===== src/rtl/mem_port_arbiter.sv =====
// Shares one single-port memory between the instruction-fetch (IF) and load/store (DM) ports.
// Optional feature: define MEM_ARB_PERF_CNT_EN to add grant/stall performance counters.
module mem_port_arbiter #(
  parameter int unsigned ADDR_W        = 32,
  parameter int unsigned DATA_W        = 32,
  parameter int unsigned MAX_DM_STREAK = 4,
  parameter int unsigned TIMEOUT_CYC   = 16
) (
  input  logic              clk,
  input  logic              rst_n,
  input  logic              if_req,
  input  logic [ADDR_W-1:0] if_addr,
  output logic              if_done,
  output logic [DATA_W-1:0] if_rdata,
  input  logic              dm_req,
  input  logic              dm_we,
  input  logic [ADDR_W-1:0] dm_addr,
  input  logic [DATA_W-1:0] dm_wdata,
  output logic              dm_done,
  output logic [DATA_W-1:0] dm_rdata,
  output logic              err,
  output logic              mem_req,
  output logic              mem_we,
  output logic [ADDR_W-1:0] mem_addr,
  output logic [DATA_W-1:0] mem_wdata,
  input  logic              mem_ack,
`ifdef MEM_ARB_PERF_CNT_EN
  output logic [31:0]       perf_if_grants,
  output logic [31:0]       perf_dm_grants,
  output logic [31:0]       perf_if_stall,
`endif
  input  logic [DATA_W-1:0] mem_rdata
);

  localparam int unsigned STREAK_W = $clog2(MAX_DM_STREAK + 1);
  localparam int unsigned TMO_W    = $clog2(TIMEOUT_CYC + 1);

  typedef enum logic [1:0] {IDLE, BUSY, RESP} state_e;
  typedef enum logic {OWN_IF, OWN_DM} owner_e;

  state_e              state_q, state_d;
  owner_e              owner_q, owner_d;
  logic [STREAK_W-1:0] streak_q, streak_d;
  logic [TMO_W-1:0]    tmo_q, tmo_d;
  logic                mem_req_q, mem_req_d;
  logic                mem_we_q, mem_we_d;
  logic [ADDR_W-1:0]   mem_addr_q, mem_addr_d;
  logic [DATA_W-1:0]   mem_wdata_q, mem_wdata_d;
  logic                if_done_q, if_done_d;
  logic                dm_done_q, dm_done_d;
  logic [DATA_W-1:0]   if_rdata_q, if_rdata_d;
  logic [DATA_W-1:0]   dm_rdata_q, dm_rdata_d;
  logic                err_q, err_d;
  logic                grant_dm_c;
  logic                grant_if_c;
  logic                finish_c;
  logic [DATA_W-1:0]   resp_data_c;

  // DM wins a tie unless it has already used up its streak while IF waited
  assign grant_dm_c = (state_q == IDLE) && dm_req &&
                      !(if_req && (streak_q == STREAK_W'(MAX_DM_STREAK)));
  assign grant_if_c = (state_q == IDLE) && if_req && !grant_dm_c;

  always_ff @(posedge clk or negedge rst_n) begin
    if (!rst_n) begin
      state_q     <= IDLE;
      owner_q     <= OWN_IF;
      streak_q    <= '0;
      tmo_q       <= '0;
      mem_req_q   <= 1'b0;
      mem_we_q    <= 1'b0;
      mem_addr_q  <= '0;
      mem_wdata_q <= '0;
      if_done_q   <= 1'b0;
      dm_done_q   <= 1'b0;
      if_rdata_q  <= '0;
      dm_rdata_q  <= '0;
      err_q       <= 1'b0;
    end else begin
      state_q     <= state_d;
      owner_q     <= owner_d;
      streak_q    <= streak_d;
      tmo_q       <= tmo_d;
      mem_req_q   <= mem_req_d;
      mem_we_q    <= mem_we_d;
      mem_addr_q  <= mem_addr_d;
      mem_wdata_q <= mem_wdata_d;
      if_done_q   <= if_done_d;
      dm_done_q   <= dm_done_d;
      if_rdata_q  <= if_rdata_d;
      dm_rdata_q  <= dm_rdata_d;
      err_q       <= err_d;
    end
  end

  always_comb begin
    state_d     = state_q;
    owner_d     = owner_q;
    streak_d    = streak_q;
    tmo_d       = tmo_q;
    mem_req_d   = mem_req_q;
    mem_we_d    = mem_we_q;
    mem_addr_d  = mem_addr_q;
    mem_wdata_d = mem_wdata_q;
    if_done_d   = 1'b0;
    dm_done_d   = 1'b0;
    if_rdata_d  = '0;
    dm_rdata_d  = '0;
    err_d       = 1'b0;
    finish_c    = 1'b0;
    resp_data_c = '0;

    case (state_q)
      IDLE: begin
        if (grant_dm_c) begin
          state_d     = BUSY;
          owner_d     = OWN_DM;
          tmo_d       = '0;
          mem_req_d   = 1'b1;
          mem_we_d    = dm_we;
          mem_addr_d  = dm_addr;
          mem_wdata_d = dm_wdata;
          if (!if_req) begin
            streak_d = '0;
          end else if (streak_q != STREAK_W'(MAX_DM_STREAK)) begin
            streak_d = streak_q + STREAK_W'(1);
          end
        end else if (grant_if_c) begin
          state_d     = BUSY;
          owner_d     = OWN_IF;
          tmo_d       = '0;
          streak_d    = '0;
          mem_req_d   = 1'b1;
          mem_we_d    = 1'b0;
          mem_addr_d  = if_addr;
          mem_wdata_d = '0;
        end
      end
      BUSY: begin
        if (mem_ack) begin
          finish_c    = 1'b1;
          resp_data_c = mem_we_q ? '0 : mem_rdata;
        end else if (tmo_q == TMO_W'(TIMEOUT_CYC - 1)) begin
          finish_c = 1'b1;
          err_d    = 1'b1;
        end else begin
          tmo_d = tmo_q + TMO_W'(1);
        end
        if (finish_c) begin
          state_d    = RESP;
          mem_req_d  = 1'b0;
          if_done_d  = (owner_q == OWN_IF);
          dm_done_d  = (owner_q == OWN_DM);
          if_rdata_d = (owner_q == OWN_IF) ? resp_data_c : '0;
          dm_rdata_d = (owner_q == OWN_DM) ? resp_data_c : '0;
        end
      end
      RESP: begin
        state_d = IDLE;
        tmo_d   = '0;
      end
      default: begin
        state_d   = IDLE;
        mem_req_d = 1'b0;
      end
    endcase
  end

  assign if_done   = if_done_q;
  assign dm_done   = dm_done_q;
  assign if_rdata  = if_rdata_q;
  assign dm_rdata  = dm_rdata_q;
  assign err       = err_q;
  assign mem_req   = mem_req_q;
  assign mem_we    = mem_we_q;
  assign mem_addr  = mem_addr_q;
  assign mem_wdata = mem_wdata_q;

`ifdef MEM_ARB_PERF_CNT_EN
  logic [31:0] perf_if_grants_q;
  logic [31:0] perf_dm_grants_q;
  logic [31:0] perf_if_stall_q;
  logic        serving_if_c;

  // IF counts as served from its grant cycle through its done cycle
  assign serving_if_c = ((state_q != IDLE) && (owner_q == OWN_IF)) || grant_if_c;

  always_ff @(posedge clk or negedge rst_n) begin
    if (!rst_n) begin
      perf_if_grants_q <= '0;
      perf_dm_grants_q <= '0;
      perf_if_stall_q  <= '0;
    end else begin
      if (grant_if_c) perf_if_grants_q <= perf_if_grants_q + 32'(1);
      if (grant_dm_c) perf_dm_grants_q <= perf_dm_grants_q + 32'(1);
      if (if_req && !serving_if_c) perf_if_stall_q <= perf_if_stall_q + 32'(1);
    end
  end

  assign perf_if_grants = perf_if_grants_q;
  assign perf_dm_grants = perf_dm_grants_q;
  assign perf_if_stall  = perf_if_stall_q;
`endif

endmodule


===== config.mk =====
export PLATFORM = sky130hd
export DESIGN_NAME = mem_port_arbiter
export DESIGN_NICKNAME = d
export VERILOG_FILES = /design/src/rtl/mem_port_arbiter.sv
export SDC_FILE = /design/constraint.sdc
export NUM_CORES = 1
export LEC_CHECK = 0
export CAP_MARGIN = 20
export CELL_PAD_IN_SITES_DETAIL_PLACEMENT = 1
export CELL_PAD_IN_SITES_GLOBAL_PLACEMENT = 1
export CORE_MARGIN = 1.5
export CORE_UTILIZATION = 31
export CTS_CLUSTER_SIZE = 8
export DETAILED_ROUTE_END_ITERATION = 6
export PLACE_DENSITY = 0.82
export SYNTH_ARGS = -nofsm -noshare
export SYNTH_HDL_FRONTEND = slang
export SYNTH_SLANG_ARGS = --single-unit

===== constraint.sdc =====
create_clock -name clk -period 2.8 [get_ports clk]
set_clock_uncertainty 0.05 [all_clocks]
set_input_delay 0.42 -clock clk [delete_from_list [all_inputs] [get_ports clk]]
set_output_delay 0.42 -clock clk [all_outputs]
set_load 0.02 [all_outputs]

==> impl_results.md <==
- Most repeated library cell on the critical path: sky130_fd_sc_hd__ha_1
- Number of CTS-inserted buffers: 17
- Insertion delay of the later-clocked pin in the worst-skew pair: 0.41 ns
- Wirelength per Cell: 20.1 um
- Clock transition at the registers of the reported paths: 0.06 ns
- 1st-pass router iterations: 6
- Standard cell core area: 18100 um^2
- Detailed placement HPWL: 13600 um
- Max-cap violations: 0
- Ys flop type: sky130_fd_sc_hd__dfrtp_1
- Routed vias: 4876
- Top-level port count: 267
- Number of global-route vias before repair: 5498
- Share of layout cells above drive strength 1: 0.120
- Largest area contributor in the netlist: sky130_fd_sc_hd__dfrtp_1
- Worst r2r dst: tmo_q[3]
- Setup repair after global routing missed its margin: false
- Worst supply voltage drop on vdd: 0.000439 V
- Net count after synthesis: 600
- Cell with the most instances after synthesis: sky130_fd_sc_hd__dfrtp_1
- Number of setup violations in the final report: 0
- Standby leakage power: 4.34 nW
- Worst hold path class: flop to flop
- Worst Tran Pin Value: 0.968 ns
- Startpoint of the most critical hold path: mem_wdata[26]
- Cell row count: 49
- Yosys cell types: 36
- Period Utilization, post-route: 0.802
- Fin Hold WS: 0.448 ns
- Critical-path top delay cell: sky130_fd_sc_hd__or4b_2
- Number of sinks on the clock net: 144
- Data arrival at the endpoint of the critical path: 2.55 ns
- Number of enable flip-flop cells after synthesis: 0
- Run status: finished, violations left
- Residual DRC: 17
- GRT Total Usage: 0.201
- Antenna diode count: 0
- Worst r2r src: tmo_q[0]
- Register-to-Register Path Depth: 6
- Post-synthesis instance total: 462
- Yosys warning total: 0
- Antenna Violating Nets Remaining: 0
- Fraction of synthesis flops using an asynchronous set or reset pin: 1.00
- Leading post-synthesis cells by instance count: sky130_fd_sc_hd__dfrtp_1 (144), sky130_fd_sc_hd__and3_1 (67), sky130_fd_sc_hd__inv_1 (35), sky130_fd_sc_hd__a22o_1 (34)
- Max-slew violations: 0
- Post-Synthesis Mean Instance Area: 12.5 um^2
- Sum of overflow across all layers after global routing: 0
- Wire length after detailed routing: 19300 um
- Number of placed instances with taps included: 927
- Cell chain of the critical path: ha_1 -> and3_1 -> ha_1 -> or4b_2 -> nor3_1 -> a211o_1
- Endpoint class of the critical path: flop
- Reg-to-reg slack, setup: 0.56 ns
- Slew Limit Headroom: 0.355
- Htree depth: 4
- Antenna violations before repair: 0
- Y dimension of the die: 140 um
- CTS-repair resized insts: 0
- Layout Nets: 856
- Share of the yosys chip area belonging to registers: 0.624
- P&R area growth vs syn: 60.9%
- Global-route wire length before repair: 30600 um
- Crit Path Max Fanout: 5
- Largest incremental delay on the critical path: 0.71 ns
- Total power density per cell area: 987 nW/um^2
- TritonCTS clock tree: yes
- Maximum number of pins on one net before global-route repair: 65
- Worst hold path endpoint: mem_wdata[26]
- Maximum count of clock buffers along a single path: 2
- Biggest area contributors in the synthesized netlist: sky130_fd_sc_hd__dfrtp_1 (62%), sky130_fd_sc_hd__and3_1 (7.3%), sky130_fd_sc_hd__o211ai_2 (6.5%)
- Setup_tns: 0 ns
- Sort of element at the start of the critical path: flop
- Routability cong.: 0.755
- Achievable Freq: 446 MHz
- Required time at the endpoint of the critical path: 3.10 ns
- Via/cell ratio: 5.08
- Clock Root Buffer: sky130_fd_sc_hd__clkbuf_16
- Fin crit period: 2.24 ns
- Fin cells: 960
- Violated checks: design-rule violations
- Initial standard-cell utilization of the core: 0.318
- Total of flip-flops plus latches after synthesis: 144
- Worst Path Class, Setup: flop to flop
- Number of DRC markers after the initial detailed-route iteration: 196
- Hold Fails Final Rpt: 0
- Area of the die: 19500 um^2
- Post-layout utilization of the core: 0.512
- Port buffer count: 266
- Area share of the largest cell type after synthesis: 0.624
- Width of the chip: 140 um
- Cell depth of the worst hold path: 1
- Netlist Area Pre-Place: 5780 um^2
-- cell type report --
class                           instances  area (um^2)
Timing Repair Buffer                  281         2790
Tap cell                              229          287
Inverter                               35          131
Clock buffer                           18          439
Multi-Input combinational cell        239         1870
Clock inverter                         14          179
Sequential cell                       144         3600
Fill cell                            1897         8850
-- cell usage in the layout, fill, tap and decap left out, drive strengths merged, types with 2 or more instances in the layout --
cell           count
clkdlybuf4s50    265
dfrtp            144
and3              67
inv               39
a22o              34
o21ai             33
o2111ai           32
o211ai            32
clkbuf            18
buf               15
nand2              5
clkinv             5
nor2               5
ha                 4
or2                3
a21oi              3
bufinv             3
a32o               2
clkinvlp           2
nor3               2
nor3b              2
-- sequential cells by signal (all words and copies together) (netlist names) --
register,count
if_rdata,32
dm_done,1
mem_we,1
dm_rdata,32
mem_addr,32
owner_q,1
mem_req,1
streak_q,3
state_q,2
tmo_q,5
mem_wdata,32
if_done,1
err,1
-- kinds of logic after synthesis --
| logic type | share of synthesized area |
|---|---|
| adder cells (fa/ha/maj) | 0.00866 |
| flip-flops | 0.624 |
| AND/OR/NAND/NOR | 0.0957 |
| buffers and inverters | 0.0570 |
| AO/OA/AOI/OAI | 0.212 |
| XOR/XNOR | 0.00152 |
| multiplexers | 0.00173 |
-- worst max-delay path by stage --
stage	slack [ns]	startpoint	endpoint
after CTS	0.54	tmo_q[0]	tmo_q[3]
after floorplan	0.73	tmo_q[0]	tmo_q[3]
after global routing	0.41	tmo_q[0]	tmo_q[4]
final	0.56	tmo_q[0]	tmo_q[3]
after global placement	0.42	dm_req	mem_addr[0]
after detailed placement	0.35	dm_req	mem_addr[0]
-- critical path, delay by kind of cell, from the launching register on --
family,cells,cell delay (ns)
flip-flops,1,0.42
adder cells (fa/ha/maj),2,0.48
AO/OA/AOI/OAI,1,0.12
AND/OR/NAND/NOR,3,1.12
-- metrics by stage --
stage | setup slack (ns) | cell area, um^2 | total power [mW]
floorplan | 0.729 | 5780 | 5.01
global placement | 0.415 | 8670 | 6.63
detailed placement | 0.348 | 8670 | 6.84
CTS | 0.538 | 9300 | 9.27
global route | 0.408 | 9300 | 9.62
finish | 0.555 | 9300 | 9.18
-- per-layer routing --
metal	track usage	up-vias	routed length [um]
met4	0.0745	0	408
met2	0.353	199	9950
met5	0	-	0
li1	-	2207	-
met1	0.233	2440	7550
met3	0.0592	30	1420
-- repair_timing --
action | 4_1_cts | 5_1_grt
endpoints found under the hold margin | 48 | 0
setup buffers | 0 | 0
hold buffers | 1 | 0
-- where the power goes --
group | internal [mW] | switching (mW)
Sequential | 2.68 | 0.388
Combinational | 1.72 | 2.02
Clock | 1.44 | 0.935
(Power assumes the default switching activity.)
